==> src/rtl/hamming_secded_stream_decoder_if.sv <==
// Stream and statistics bundle for the SECDED stream decoder.
// The master side drives words and out_ready; the slave side (the decoder) returns results.
interface hamming_secded_stream_decoder_if #(
    parameter int unsigned R  = 3,
    parameter int unsigned CW = 16
);
    localparam int unsigned N = 2 ** R;
    localparam int unsigned K = N - 1 - R;

    logic          in_valid;
    logic          in_ready;
    logic [N-1:0]  in_code;
    logic          correct_en;
    logic          out_valid;
    logic          out_ready;
    logic [N-1:0]  out_code;
    logic [K-1:0]  out_data;
    logic [R-1:0]  out_syndrome;
    logic          out_sec;
    logic          out_ded;
    logic          clr_cnt;
    logic [CW-1:0] cnt_sec;
    logic [CW-1:0] cnt_ded;

    modport master (
        output in_valid, in_code, correct_en, out_ready, clr_cnt,
        input  in_ready, out_valid, out_code, out_data, out_syndrome, out_sec, out_ded,
               cnt_sec, cnt_ded
    );

    modport slave (
        input  in_valid, in_code, correct_en, out_ready, clr_cnt,
        output in_ready, out_valid, out_code, out_data, out_syndrome, out_sec, out_ded,
               cnt_sec, cnt_ded
    );
endinterface

==> src/rtl/hamming_secded_stream_decoder.sv <==
// Two-stage extended-Hamming (SECDED) decoder with valid/ready flow control
// and saturating single/double error counters.
module hamming_secded_stream_decoder #(
    parameter int unsigned R  = 3,
    parameter int unsigned CW = 16
) (
    input logic                            clk_i,
    input logic                            rst_i,
    hamming_secded_stream_decoder_if.slave strm_io
);
    localparam int unsigned N = 2 ** R;
    localparam int unsigned K = N - 1 - R;

    logic          en;
    logic          handshake;

    logic          s1_valid_q, s1_valid_d;
    logic [N-1:0]  s1_code_q, s1_code_d;
    logic          s1_cen_q, s1_cen_d;
    logic [R-1:0]  s1_syn_q, s1_syn_d;
    logic          s1_pe_q, s1_pe_d;

    logic          out_valid_q, out_valid_d;
    logic [N-1:0]  out_code_q, out_code_d;
    logic [K-1:0]  out_data_q, out_data_d;
    logic [R-1:0]  out_syn_q, out_syn_d;
    logic          out_sec_q, out_sec_d;
    logic          out_ded_q, out_ded_d;

    logic [CW-1:0] cnt_sec_q, cnt_sec_d;
    logic [CW-1:0] cnt_ded_q, cnt_ded_d;

    logic [R-1:0]  in_syn;
    logic          in_pe;
    logic [R-1:0]  flip_idx;
    logic [N-1:0]  corr_code;
    logic [K-1:0]  corr_data;

    assign en        = strm_io.out_ready | ~out_valid_q;
    assign handshake = out_valid_q & strm_io.out_ready;

    always_comb begin
        in_syn = '0;
        for (int unsigned p = 1; p < N; p++) begin
            if (strm_io.in_code[p-1]) in_syn = in_syn ^ R'(p);
        end
        in_pe = ^strm_io.in_code;
    end

    always_comb begin
        s1_valid_d = s1_valid_q;
        s1_code_d  = s1_code_q;
        s1_cen_d   = s1_cen_q;
        s1_syn_d   = s1_syn_q;
        s1_pe_d    = s1_pe_q;
        if (en) begin
            s1_valid_d = strm_io.in_valid;
            if (strm_io.in_valid) begin
                s1_code_d = strm_io.in_code;
                s1_cen_d  = strm_io.correct_en;
                s1_syn_d  = in_syn;
                s1_pe_d   = in_pe;
            end
        end
    end

    // Zero syndrome with a parity error means the overall parity bit itself flipped.
    always_comb begin : correct_extract
        int unsigned k;
        corr_code = s1_code_q;
        flip_idx  = (s1_syn_q == '0) ? R'(N - 1) : s1_syn_q - R'(1);
        if (s1_pe_q && s1_cen_q) corr_code[flip_idx] = ~corr_code[flip_idx];
        corr_data = '0;
        k         = 0;
        for (int unsigned p = 1; p < N; p++) begin
            if ((p & (p - 1)) != 0) begin
                corr_data[k] = corr_code[p-1];
                k            = k + 1;
            end
        end
    end

    always_comb begin
        out_valid_d = out_valid_q;
        out_code_d  = out_code_q;
        out_data_d  = out_data_q;
        out_syn_d   = out_syn_q;
        out_sec_d   = out_sec_q;
        out_ded_d   = out_ded_q;
        if (en) begin
            out_valid_d = s1_valid_q;
            if (s1_valid_q) begin
                out_code_d = corr_code;
                out_data_d = corr_data;
                out_syn_d  = s1_syn_q;
                out_sec_d  = s1_pe_q;
                out_ded_d  = ~s1_pe_q & (s1_syn_q != '0);
            end
        end
    end

    // Clear takes priority over a same-cycle increment.
    always_comb begin
        cnt_sec_d = cnt_sec_q;
        cnt_ded_d = cnt_ded_q;
        if (strm_io.clr_cnt) begin
            cnt_sec_d = '0;
            cnt_ded_d = '0;
        end else begin
            if (handshake && out_sec_q && (cnt_sec_q != '1)) cnt_sec_d = cnt_sec_q + CW'(1);
            if (handshake && out_ded_q && (cnt_ded_q != '1)) cnt_ded_d = cnt_ded_q + CW'(1);
        end
    end

    always_ff @(posedge clk_i) begin
        if (rst_i) begin
            s1_valid_q  <= 1'b0;
            s1_code_q   <= '0;
            s1_cen_q    <= 1'b0;
            s1_syn_q    <= '0;
            s1_pe_q     <= 1'b0;
            out_valid_q <= 1'b0;
            out_code_q  <= '0;
            out_data_q  <= '0;
            out_syn_q   <= '0;
            out_sec_q   <= 1'b0;
            out_ded_q   <= 1'b0;
            cnt_sec_q   <= '0;
            cnt_ded_q   <= '0;
        end else begin
            s1_valid_q  <= s1_valid_d;
            s1_code_q   <= s1_code_d;
            s1_cen_q    <= s1_cen_d;
            s1_syn_q    <= s1_syn_d;
            s1_pe_q     <= s1_pe_d;
            out_valid_q <= out_valid_d;
            out_code_q  <= out_code_d;
            out_data_q  <= out_data_d;
            out_syn_q   <= out_syn_d;
            out_sec_q   <= out_sec_d;
            out_ded_q   <= out_ded_d;
            cnt_sec_q   <= cnt_sec_d;
            cnt_ded_q   <= cnt_ded_d;
        end
    end

    assign strm_io.in_ready     = en;
    assign strm_io.out_valid    = out_valid_q;
    assign strm_io.out_code     = out_code_q;
    assign strm_io.out_data     = out_data_q;
    assign strm_io.out_syndrome = out_syn_q;
    assign strm_io.out_sec      = out_sec_q;
    assign strm_io.out_ded      = out_ded_q;
    assign strm_io.cnt_sec      = cnt_sec_q;
    assign strm_io.cnt_ded      = cnt_ded_q;
endmodule

==> src/flat_wrapper.sv <==
// flat-port wrapper written by rule: the top's interface ports become plain ports
module hamming_secded_stream_decoder_flat 
#(
    parameter int unsigned R  = 3,
    parameter int unsigned CW = 16
)
  (clk_i, rst_i, strm_io_in_valid, strm_io_in_code, strm_io_correct_en, strm_io_out_ready, strm_io_clr_cnt, strm_io_in_ready, strm_io_out_valid, strm_io_out_code, strm_io_out_data, strm_io_out_syndrome, strm_io_out_sec, strm_io_out_ded, strm_io_cnt_sec, strm_io_cnt_ded);
  hamming_secded_stream_decoder_if #(.R(R), .CW(CW)) strm_io_i ();
  input logic clk_i;
  input logic rst_i;
  input wire logic [$bits(strm_io_i.in_valid)-1:0] strm_io_in_valid;
  input wire logic [$bits(strm_io_i.in_code)-1:0] strm_io_in_code;
  input wire logic [$bits(strm_io_i.correct_en)-1:0] strm_io_correct_en;
  input wire logic [$bits(strm_io_i.out_ready)-1:0] strm_io_out_ready;
  input wire logic [$bits(strm_io_i.clr_cnt)-1:0] strm_io_clr_cnt;
  output wire logic [$bits(strm_io_i.in_ready)-1:0] strm_io_in_ready;
  output wire logic [$bits(strm_io_i.out_valid)-1:0] strm_io_out_valid;
  output wire logic [$bits(strm_io_i.out_code)-1:0] strm_io_out_code;
  output wire logic [$bits(strm_io_i.out_data)-1:0] strm_io_out_data;
  output wire logic [$bits(strm_io_i.out_syndrome)-1:0] strm_io_out_syndrome;
  output wire logic [$bits(strm_io_i.out_sec)-1:0] strm_io_out_sec;
  output wire logic [$bits(strm_io_i.out_ded)-1:0] strm_io_out_ded;
  output wire logic [$bits(strm_io_i.cnt_sec)-1:0] strm_io_cnt_sec;
  output wire logic [$bits(strm_io_i.cnt_ded)-1:0] strm_io_cnt_ded;
  assign strm_io_i.in_valid = strm_io_in_valid;
  assign strm_io_i.in_code = strm_io_in_code;
  assign strm_io_i.correct_en = strm_io_correct_en;
  assign strm_io_i.out_ready = strm_io_out_ready;
  assign strm_io_i.clr_cnt = strm_io_clr_cnt;
  assign strm_io_in_ready = strm_io_i.in_ready;
  assign strm_io_out_valid = strm_io_i.out_valid;
  assign strm_io_out_code = strm_io_i.out_code;
  assign strm_io_out_data = strm_io_i.out_data;
  assign strm_io_out_syndrome = strm_io_i.out_syndrome;
  assign strm_io_out_sec = strm_io_i.out_sec;
  assign strm_io_out_ded = strm_io_i.out_ded;
  assign strm_io_cnt_sec = strm_io_i.cnt_sec;
  assign strm_io_cnt_ded = strm_io_i.cnt_ded;
  hamming_secded_stream_decoder #(.R(R), .CW(CW)) u_core (.clk_i(clk_i), .rst_i(rst_i), .strm_io(strm_io_i));
endmodule
==> config.mk <==
export PLATFORM = sky130hd
export DESIGN_NAME = hamming_secded_stream_decoder_flat
export DESIGN_NICKNAME = d
export VERILOG_FILES = /design/src/rtl/hamming_secded_stream_decoder_if.sv /design/src/rtl/hamming_secded_stream_decoder.sv /design/src/flat_wrapper.sv
export SDC_FILE = /design/constraint.sdc
export NUM_CORES = 1
export LEC_CHECK = 0
export ABC_AREA = 1
export CAP_MARGIN = 20
export CORE_MARGIN = 10
export CORE_UTILIZATION = 47
export DETAILED_ROUTE_END_ITERATION = 8
export PLACE_DENSITY_LB_ADDON = 0.05
export SLEW_MARGIN = 20
export SYNTH_ARGS = -nofsm -noshare
export SYNTH_HDL_FRONTEND = slang
export SYNTH_SLANG_ARGS = --single-unit
==> constraint.sdc <==
create_clock -name clk_i -period 2.49 [get_ports clk_i]
set_clock_uncertainty 0.05 [all_clocks]
set_input_delay 0.498 -clock clk_i [delete_from_list [all_inputs] [get_ports clk_i]]
set_output_delay 0.498 -clock clk_i [all_outputs]
set_load 0.01 [all_outputs]
==> run_results.csv <==
group,metric,value,unit
yosys,syn_inst,510,
timing,clock.fmax,0.442,GHz
worst_setup_path,worstSetupPathType,"input port to output port",
timing,rsz0062_at_grt,"false",
clocking,cts_hold_buffers,0,
timing,worstMarginPinSlew,0.495,ns
clocking,clk_pin_slew,0.06,ns
placement,dp_cells,660,
floorplanning,row_count,30,
detailed_routing,drt_iter0_markers,111,
global_routing,grtUsageTotal,0.153,
run_status,status,"finished clean",
placement,portBuffers,64,
timing,hold_slack,0.414,ns
detailed_routing,ant_nets,0,
flow_run,maxCapViolations,0,
global_routing,grt_overflow_total,0,
yosys,syn_area_per_cell,6.63,um^2
timing,setup_tns,0,ns
global_routing,grt_pass1_wl,14300,um
clocking,cts_setup_buffers,0,
floorplanning,die_area,11000,um^2
cells_and_area,drive_above_1_share,0.0812,
yosys,synth_ff_type,"dfxtp_1",
power_and_ir_drop,vdd_ir_drop_max,382,uV
floorplanning,core,6910,um^2
detailed_routing,routed_via_density,4.88,
cells_and_area,area_delta_synth_final,25.8,%
worst_setup_path,cp.required,1.94,ns
yosys,synthesis.area,3380,um^2
yosys,synth.top_cells.by_count,"185 x nand2_1, 60 x dfxtp_1, 56 x nor2_1",
yosys,yosysMostFrequentCell,"nand2_1",
global_routing,antenna_found_initial,0,
timing,hold_viol,0,
cells_and_area,final_nets,593,
floorplanning,start_util,0.489,
detailed_routing,wl_per_cell,12.4,um
yosys,synth_cell_type_count,32,
detailed_routing,vias,3291,
detailed_routing,drtPass1Iterations,4,
yosys,synth_area_leader_cell,"dfxtp_1",
global_routing,grt_pass1_vias,3125,
placement,place_hpwl,6330,um
floorplanning,die_w,105,um
timing,timing.final.crit_share,0.910,
clocking,htree_levels,3,
yosys,ys_warn_count,0,
clocking,cts_sinks,60,
yosys,synth_seq_area_share,0.355,
timing,maxSlewHeadroom,0.669,
worst_setup_path,end_kind,"output port",
yosys,postSynth.asyncResetShare,0,
clocking,cts_root_buf,"clkbuf_8",
floorplanning,die_h,105,um
global_routing,grt_max_degree,29,
floorplanning,boundaryPins,65,
cells_and_area,diodes,0,
timing,min_period,2.26,ns
yosys,ys_seq_elements,60,
hold_path,min_path_type,"flop to flop",
power_and_ir_drop,power.density,488,nW/um^2
detailed_routing,drc_errors,0,
yosys,post-synth-top-area-fraction,0.355,
clocking,worstSkewPairLatency,0.34,ns
clocking,numCtsBuffers,9,
clocking,cts_resized,0,
yosys,syn_nets,528,
clocking,cts_tree,"yes",
timing,setup_slack,0.225,ns
placement,post-place-ws,0.226,ns
worst_setup_path,arrival,1.72,ns
yosys,yosys-top-cells-area,"dfxtp_1 36%, nand2_1 21%, nor2_1 6.2%",
worst_setup_path,critPathLaunchType,"input port",
clocking,clock_path_buffers,2,
timing,slew_viol_final,0,
placement,place.gp.congestion,0.848,
power_and_ir_drop,p_leak,1.61,nW
detailed_routing,wl,8370,um
timing,setup_viol,0,
worst_setup_path,worstPathMaxFanout,3,
cells_and_area,fin_cells,675,
yosys,synth-edff-count,0,
-- logic make-up after synthesis --
group,count (synthesis),share of synthesized area
AND/OR/NAND/NOR,288,0.351
flip-flops,60,0.355
AO/OA/AOI/OAI,66,0.122
XOR/XNOR,27,0.0699
adder cells (fa/ha/maj),4,0.0148
buffers and inverters,65,0.0870
-- registers in the layout (all words and copies together) (netlist names) --
| signal | cells |
|---|---|
| u_core.s1_cen_q | 1 |
| u_core.s1_code_q | 8 |
| u_core.s1_pe_q | 1 |
| u_core.s1_syn_q | 3 |
| u_core.s1_valid_q | 1 |
| u_core.strm_io.cnt_ded | 16 |
| u_core.strm_io.cnt_sec | 16 |
| u_core.strm_io.out_code | 5 |
| u_core.strm_io.out_data | 3 |
| u_core.strm_io.out_ded | 1 |
| u_core.strm_io.out_sec | 1 |
| u_core.strm_io.out_syndrome | 3 |
| u_core.strm_io.out_valid | 1 |
-- cells in the final DEF, fill, tap and decap left out, drive strengths merged --
master / n
xor2: 6
or2: 1
nand2: 188
inv: 43
nor2: 63
a22oi: 1
clkinv: 6
ha: 4
and3: 1
xnor2: 21
nand3b: 5
nand4: 5
nor3: 1
clkdlybuf4s50: 64
dfxtp: 60
o21bai: 3
a211oi: 8
buf: 8
o21ai: 14
a21oi: 40
nand3: 22
and2: 2
clkbuf: 13
-- through the flow --
| stage | util | power [mW] | instance area, um^2 |
|---|---|---|---|
| finish | 0.616 | 2.08 | 4250 |
| global route | 0.616 | 2.17 | 4250 |
| CTS | 0.616 | 2.10 | 4250 |
| detailed placement | 0.591 | 1.32 | 4080 |
| global placement | 0.591 | 1.31 | 4080 |
| floorplan | - | 1.22 | 3380 |
-- layer usage --
| layer | global-route usage | vias to the layer above | part of all wire |
|---|---|---|---|
| li1 | - | 1731 | - |
| met1 | 0.175 | 1494 | 0.44 |
| met2 | 0.268 | 54 | 0.50 |
| met3 | 0.0442 | 12 | 0.048 |
| met4 | 0.0461 | 0 | 0.016 |
| met5 | 0 | - | 0 |
-- power by group --
group	switching (mW)	leakage [nW]	internal (mW)
clock	0.368	0.0893	0.407
sequential	0.0196	0.488	0.989
combinational	0.169	1.03	0.123
total	0.557	1.61	1.52
-- worst paths after layout --
check	end	start	depth (start not counted)	slack, ns
worst min register to register	u_core.strm_io.out_code[3]	u_core.strm_io.out_code[3]	2	0.41
worst max-delay path	strm_io_in_ready	strm_io_out_ready	4	0.23
worst max register to register	u_core.strm_io.out_code[0]	u_core.s1_syn_q[0]	10	0.58
worst min-delay path	u_core.strm_io.out_code[3]	u_core.strm_io.out_code[3]	2	0.41
-- worst max-delay path, stage by stage --
cell and delay (ns):
clkdlybuf4s50_1 0.49, inv_1 0.06, nand2_1 0.11, clkdlybuf4s50_1 0.56
-- area by class of cell --
cell class	instances	area [um^2]
fill	676	2650
multi-input combinational	385	1890
sequential	60	1200
timing repair buffer	72	701
inverter	47	176
clock buffer	13	159
tap	96	120
clock inverter	2	10.0
(Power assumes the default switching activity.)
